<file path="src/rtl/multicycle_fsm.sv">
`default_nettype none
// ============================================================================
// Module : multicycle_fsm
// Main control FSM for a multicycle MIPS-subset CPU datapath.
// Rev    : 1.0  initial release
// ============================================================================
module multicycle_fsm (
  input  logic        clk,
  input  logic        rst,
  input  logic [5:0]  op,
  input  logic [5:0]  func,
  input  logic        zero,
  input  logic        mem_ready,
  output logic        pc_en,
  output logic        ir_write,
  output logic        i_or_d,
  output logic        mem_read,
  output logic        mem_write,
  output logic        reg_write,
  output logic        reg_dst,
  output logic        mem_to_reg,
  output logic        alu_src_a,
  output logic [1:0]  alu_src_b,
  output logic [3:0]  aluc,
  output logic [1:0]  pc_source,
  output logic [3:0]  state,
  output logic        done,
  output logic        illegal,
  output logic [31:0] retire_count
);

  localparam logic [3:0] S_FETCH  = 4'd0;
  localparam logic [3:0] S_DECODE = 4'd1;
  localparam logic [3:0] S_MEMADR = 4'd2;
  localparam logic [3:0] S_MEMRD  = 4'd3;
  localparam logic [3:0] S_MEMWB  = 4'd4;
  localparam logic [3:0] S_MEMWR  = 4'd5;
  localparam logic [3:0] S_EXEC_R = 4'd6;
  localparam logic [3:0] S_RWB    = 4'd7;
  localparam logic [3:0] S_BRANCH = 4'd8;
  localparam logic [3:0] S_EXEC_I = 4'd9;
  localparam logic [3:0] S_IWB    = 4'd10;
  localparam logic [3:0] S_JUMP   = 4'd11;
  localparam logic [3:0] S_HALT   = 4'd15;

  localparam logic [5:0] OP_RTYPE = 6'b000000;
  localparam logic [5:0] OP_LW    = 6'b100011;
  localparam logic [5:0] OP_SW    = 6'b101011;
  localparam logic [5:0] OP_BEQ   = 6'b000100;
  localparam logic [5:0] OP_ADDI  = 6'b001000;
  localparam logic [5:0] OP_J     = 6'b000010;

  localparam logic [5:0] FN_ADD = 6'b100000;
  localparam logic [5:0] FN_SUB = 6'b100010;
  localparam logic [5:0] FN_AND = 6'b100100;
  localparam logic [5:0] FN_OR  = 6'b100101;
  localparam logic [5:0] FN_XOR = 6'b100110;

  localparam logic [3:0] ALU_ADD = 4'b0010;
  localparam logic [3:0] ALU_SUB = 4'b0110;
  localparam logic [3:0] ALU_AND = 4'b0000;
  localparam logic [3:0] ALU_OR  = 4'b0001;
  localparam logic [3:0] ALU_XOR = 4'b1001;

  logic [3:0]  r_state;
  logic [3:0]  w_next;
  logic        r_illegal;
  logic [31:0] r_count;
  logic        w_pc_write;
  logic        w_pc_write_cond;
  logic        w_r_valid;
  logic [3:0]  w_r_aluc;

  always_comb begin
    w_r_valid = 1'b1;
    w_r_aluc  = 4'b0000;
    case (func)
      FN_ADD:  w_r_aluc = ALU_ADD;
      FN_SUB:  w_r_aluc = ALU_SUB;
      FN_AND:  w_r_aluc = ALU_AND;
      FN_OR:   w_r_aluc = ALU_OR;
      FN_XOR:  w_r_aluc = ALU_XOR;
      default: w_r_valid = 1'b0;
    endcase
  end

  always_ff @(posedge clk) begin
    if (rst) begin
      r_state   <= S_FETCH;
      r_illegal <= 1'b0;
      r_count   <= 32'd0;
    end else begin
      r_state <= w_next;
      if (w_next == S_HALT)
        r_illegal <= 1'b1;
      if (done)
        r_count <= r_count + 32'd1;
    end
  end

  always_comb begin
    w_next = r_state;
    case (r_state)
      S_FETCH:  if (mem_ready) w_next = S_DECODE;
      S_DECODE: begin
        case (op)
          OP_RTYPE:     w_next = w_r_valid ? S_EXEC_R : S_HALT;
          OP_LW, OP_SW: w_next = S_MEMADR;
          OP_BEQ:       w_next = S_BRANCH;
          OP_ADDI:      w_next = S_EXEC_I;
          OP_J:         w_next = S_JUMP;
          default:      w_next = S_HALT;
        endcase
      end
      S_MEMADR: w_next = (op == OP_LW) ? S_MEMRD : S_MEMWR;
      S_MEMRD:  if (mem_ready) w_next = S_MEMWB;
      S_MEMWR:  if (mem_ready) w_next = S_FETCH;
      S_EXEC_R: w_next = S_RWB;
      S_EXEC_I: w_next = S_IWB;
      S_MEMWB, S_RWB, S_BRANCH, S_IWB, S_JUMP: w_next = S_FETCH;
      S_HALT:   w_next = S_HALT;
      // Unused encodings park in HALT rather than run on with garbage control
      default:  w_next = S_HALT;
    endcase
  end

  always_comb begin
    w_pc_write      = 1'b0;
    w_pc_write_cond = 1'b0;
    ir_write        = 1'b0;
    i_or_d          = 1'b0;
    mem_read        = 1'b0;
    mem_write       = 1'b0;
    reg_write       = 1'b0;
    reg_dst         = 1'b0;
    mem_to_reg      = 1'b0;
    alu_src_a       = 1'b0;
    alu_src_b       = 2'b00;
    aluc            = 4'b0000;
    pc_source       = 2'b00;
    done            = 1'b0;
    if (!rst) begin
      case (r_state)
        S_FETCH: begin
          mem_read   = 1'b1;
          alu_src_b  = 2'b01;
          aluc       = ALU_ADD;
          ir_write   = mem_ready;
          w_pc_write = mem_ready;
        end
        S_DECODE: begin
          alu_src_b = 2'b11;
          aluc      = ALU_ADD;
        end
        S_MEMADR, S_EXEC_I: begin
          alu_src_a = 1'b1;
          alu_src_b = 2'b10;
          aluc      = ALU_ADD;
        end
        S_MEMRD: begin
          mem_read = 1'b1;
          i_or_d   = 1'b1;
        end
        S_MEMWB: begin
          reg_write  = 1'b1;
          mem_to_reg = 1'b1;
          done       = 1'b1;
        end
        S_MEMWR: begin
          mem_write = 1'b1;
          i_or_d    = 1'b1;
          done      = mem_ready;
        end
        S_EXEC_R: begin
          alu_src_a = 1'b1;
          aluc      = w_r_aluc;
        end
        S_RWB: begin
          reg_write = 1'b1;
          reg_dst   = 1'b1;
          done      = 1'b1;
        end
        S_BRANCH: begin
          alu_src_a       = 1'b1;
          aluc            = ALU_SUB;
          pc_source       = 2'b01;
          w_pc_write_cond = 1'b1;
          done            = 1'b1;
        end
        S_IWB: begin
          reg_write = 1'b1;
          done      = 1'b1;
        end
        S_JUMP: begin
          w_pc_write = 1'b1;
          pc_source  = 2'b10;
          done       = 1'b1;
        end
        default: ;
      endcase
    end
  end

  assign pc_en        = w_pc_write | (w_pc_write_cond & zero);
  assign state        = rst ? 4'd0 : r_state;
  assign illegal      = ~rst & r_illegal;
  assign retire_count = rst ? 32'd0 : r_count;

endmodule
`default_nettype wire

</file>
<file path="config.mk">
export PLATFORM = sky130hd
export DESIGN_NAME = multicycle_fsm
export DESIGN_NICKNAME = d
export VERILOG_FILES = /design/src/rtl/multicycle_fsm.sv
export SDC_FILE = /design/constraint.sdc
export NUM_CORES = 1
export LEC_CHECK = 0
export ABC_AREA = 1
export CELL_PAD_IN_SITES_DETAIL_PLACEMENT = 1
export CELL_PAD_IN_SITES_GLOBAL_PLACEMENT = 2
export CORE_MARGIN = 5
export CORE_UTILIZATION = 26
export CTS_CLUSTER_DIAMETER = 150
export CTS_CLUSTER_SIZE = 12
export DETAILED_ROUTE_END_ITERATION = 16
export PLACE_DENSITY = 0.85
export SYNTH_ARGS = -nofsm -noshare
export SYNTH_HDL_FRONTEND = slang
export SYNTH_SLANG_ARGS = --single-unit
</file>
<file path="constraint.sdc">
create_clock -name clk -period 4.6 [get_ports clk]
set_input_delay 0.92 -clock clk [delete_from_list [all_inputs] [get_ports clk]]
set_output_delay 0.92 -clock clk [all_outputs]
set_load 0.03 [all_outputs]
</file>
==> flow_summary.rst <==
.. list-table::
   :header-rows: 1

   * - Metric
     - Value
   * - Max Buffers Root-to-Sink
     - 2
   * - Critical path buffers and inverters
     - 3
   * - Overall fraction of global-route tracks in use
     - 15.5%
   * - Synthesized Nets
     - 525
   * - Layout overhead on the synthesized area
     - 31.8%
   * - Die span in x
     - 115 um
   * - Required arrival time at the worst endpoint
     - 3.68 ns
   * - Full die area
     - 0.0131 mm^2
   * - Drt first-iter violations
     - 109
   * - Area of the core region
     - 0.0108 mm^2
   * - Actual slew at the worst max-slew pin
     - 0.411 ns
   * - Fin util
     - 34.8%
   * - Leading cell type in the layout, fill and taps excluded
     - nand2_1
   * - Largest net degree at the start of global routing
     - 61
   * - Commonest cells after routing, fill and taps aside
     - 158 x nand2_1, 99 x nor2_1, 69 x clkdlybuf4s50_1
   * - Synthesis Warnings
     - 0
   * - Status
     - complete, no violations
   * - Power consumption
     - 1.11 mW
   * - Arr. time, crit path
     - 2.75 ns
   * - Antenna-violating nets left
     - 0
   * - Start-to-end type of the worst setup path
     - in2out
   * - Leak pwr
     - 1.40 nW
   * - Fin Clk Skew
     - 0.00630 ns
   * - Vias in the first global route
     - 3,460
   * - Worst setup path startpoint
     - func[5]
   * - Netlist Area Pre-Place
     - 0.00285 mm^2
   * - Register-to-register path setup slack
     - 2.55 ns
   * - Final cell area excluding filler cells
     - 0.00375 mm^2
   * - Total Neg Setup Slack
     - 0 ns
   * - Max-cap violations
     - 0
   * - Critical path cell sequence
     - clkdlybuf4s50_1 -> inv_1 -> nor2_1 -> nand3_1 -> nor2_1 -> nor2_1 -> a31oi_1 -> clkdlybuf4s50_1
   * - Min Clock Period, post-route
     - 3.67 ns
   * - Count of buffers from port buffering
     - 70
   * - Sw Share
     - 45.3%
   * - Post-CTS Setup Repair Bufs
     - 0
   * - Global-route wire length before repair
     - 16.5 mm
   * - Final Routed Wirelength
     - 9.91 mm
   * - Gate Count Post-Synth
     - 508
   * - Pre-CTS worst setup slack
     - 0.925 ns
   * - Average via count per standard cell
     - 4.65
   * - Internal power component
     - 0.609 mW
   * - Final Max Slew Viols
     - 0
   * - Initial antenna violation count
     - 0
   * - Largest incremental delay on the critical path
     - 0.70 ns
   * - Half-perimeter wire length after detailed placement
     - 8.02 mm
   * - Cell mode on critical path
     - nor2_1
   * - # clock sinks
     - 37
   * - Setup repair after global routing missed its margin
     - no
   * - Relative contribution of the clock network to total power
     - 21.4%
   * - Worst hold-check path type
     - reg2reg
   * - Cell family contributing the most delay on the critical path
     - buffers and inverters
   * - Initial Util
     - 26.4%
   * - Std-Cell Rows
     - 38
   * - Switching power
     - 0.504 mW
   * - Global-route congestion overflow total
     - 0
   * - Fraction of the yosys area taken by sequential cells
     - 26.0%
   * - Final hold violations
     - 0
   * - Number of distinct standard cells referenced by the synthesized netlist
     - 34
   * - Routability cong.
     - 0.879
   * - Least setup slack across all paths after layout
     - 0.933 ns
   * - Peak supply drop
     - 0.172 mV
   * - Min-Delay Startpoint
     - r_illegal
   * - Post-synthesis register bit count
     - 37
   * - Total setup violations reported at the end of the flow
     - 0
   * - Antenna diode instance count
     - 0
   * - Highest Clock Rate
     - 273 MHz
   * - Cell Area, Placed
     - 0.00367 mm^2
   * - Average wire per cell in the routed design
     - 13.9 um
   * - Layout Nets
     - 591
   * - Tcrit/Tclk final
     - 79.7%
   * - Mean post-synth cell area
     - 5.61 um^2
   * - Die span in y
     - 115 um
   * - Clock-pin slew of the registers on the worst-case setup and hold paths
     - 0.08 ns
   * - Endpoint kind of the worst setup timing path
     - output port
   * - Layout cells sized above 1
     - 5.91%
   * - Power per cell area
     - 297 mW/mm^2
   * - Count of hold buffers inserted by post-cts repair
     - 0
   * - Number of top-level pins
     - 71
   * - Post-detailed-route DRC marker count
     - 0
   * - Total via count after detailed routing
     - 3,324
   * - Nature of the critical path startpoint
     - input port
   * - Remaining max-slew budget at the tightest pin
     - 72.5%
   * - CTS root buffer
     - clkbuf_8
   * - Critical register-to-register path startpoint
     - r_count[0]
   * - Clock tree from TritonCTS
     - yes
   * - Part of the total power dissipated in combinational logic
     - 45.2%
   * - Worst-Skew Late Latency
     - 0.30 ns
   * - CP max FO
     - 3
   * - Sequential share of power
     - 33.4%
   * - Slowest cell on the critical path
     - clkdlybuf4s50_1
   * - H-tree level count
     - 2
   * - CTS buffer count
     - 5
   * - Number of iterations in the first detailed-routing pass
     - 4
   * - Resize count post-CTS
     - 0
worst paths after layout:
check | endpoint | cells past startpoint
min | r_illegal | 2
max reg2reg | r_count[12] | 8
min reg2reg | r_illegal | 2
max | aluc[1] | 8
area by class of cell:
type                            instances  area [um^2]
Multi-Input combinational cell        388         1770
Clock inverter                          2         10.0
Timing Repair Buffer                   72          723
Sequential cell                        37          741
Clock buffer                            6         72.6
Tap cell                              140          175
Inverter                               70          265
Fill cell                            1464         7040
flip-flops by register name, summed over array words and instances, names as in the netlist:
signal,count
r_state,4
r_illegal,1
r_count,32
cells by family (layout without fill, tap and decap cells):
kind of cell / after synthesis / in the layout / synth area share, %
AOI/OAI and AO/OA: 52 / 52 / 9.97
xor gates and xnor gates: 8 / 8 / 2.46
adders and majority gates: 1 / 1 / 0.439
buffers and inverters: 83 / 150 / 12.0
DFF: 37 / 37 / 26.0
and+or+nand+nor: 327 / 327 / 49.2
synth_stat cells, drive strengths merged:
master | instances | area share (%)
o31ai | 2 | 0.53
xor2 | 8 | 2.5
nor4 | 2 | 0.44
a211oi | 3 | 0.79
a31oi | 3 | 0.66
nor3b | 2 | 0.70
nand4 | 6 | 1.3
clkbuf | 7 | 0.92
nor3 | 23 | 4.6
ha | 1 | 0.44
dfxtp | 37 | 26
a21oi | 37 | 6.5
nor2 | 106 | 15
a221oi | 1 | 0.31
inv | 70 | 9.3
nand2 | 162 | 22
nand3b | 1 | 0.26
nand3 | 25 | 5.0
o21ai | 6 | 1.2
buf | 6 | 1.7
metrics by stage:
stage	hold WS, ns	std cells
after detailed placement	0.462	707
after floorplan	0.436	508
final	0.472	715
after global placement	0.457	707
after global routing	0.510	715
after CTS	0.476	715
worst register-to-register path, stage by stage, from the launching register on:
cell and delay [ns]:
dfxtp_1 0.42, ha_1 0.29, nand3_1 0.22, inv_1 0.20, nand2_1 0.11, nor2_1 0.30
nand2_1 0.12, o31ai_1 0.20, a21oi_1 0.07
power groups by stage:
stage / combinational (mW) / clock, mW / sequential, mW
detailed placement: 0.509 / 0 / 0.380
finish: 0.503 / 0.239 / 0.372
CTS: 0.511 / 0.246 / 0.372
global placement: 0.504 / 0 / 0.379
floorplan: 0.349 / 0 / 0.368
global route: 0.549 / 0.263 / 0.375
routing by layer:
layer  wire length (um)  up-vias  global-route usage (%)  part of all wire, %
met5                  0        -                       0                    0
met4                109        0                    3.33                  1.1
met3                347        7                    2.59                  3.5
met2               4950       54                    28.0                   50
met1               4500     1551                    19.1                   45
li1                   -     1712                       -                    -
Power figures use the tool's default switching activity.
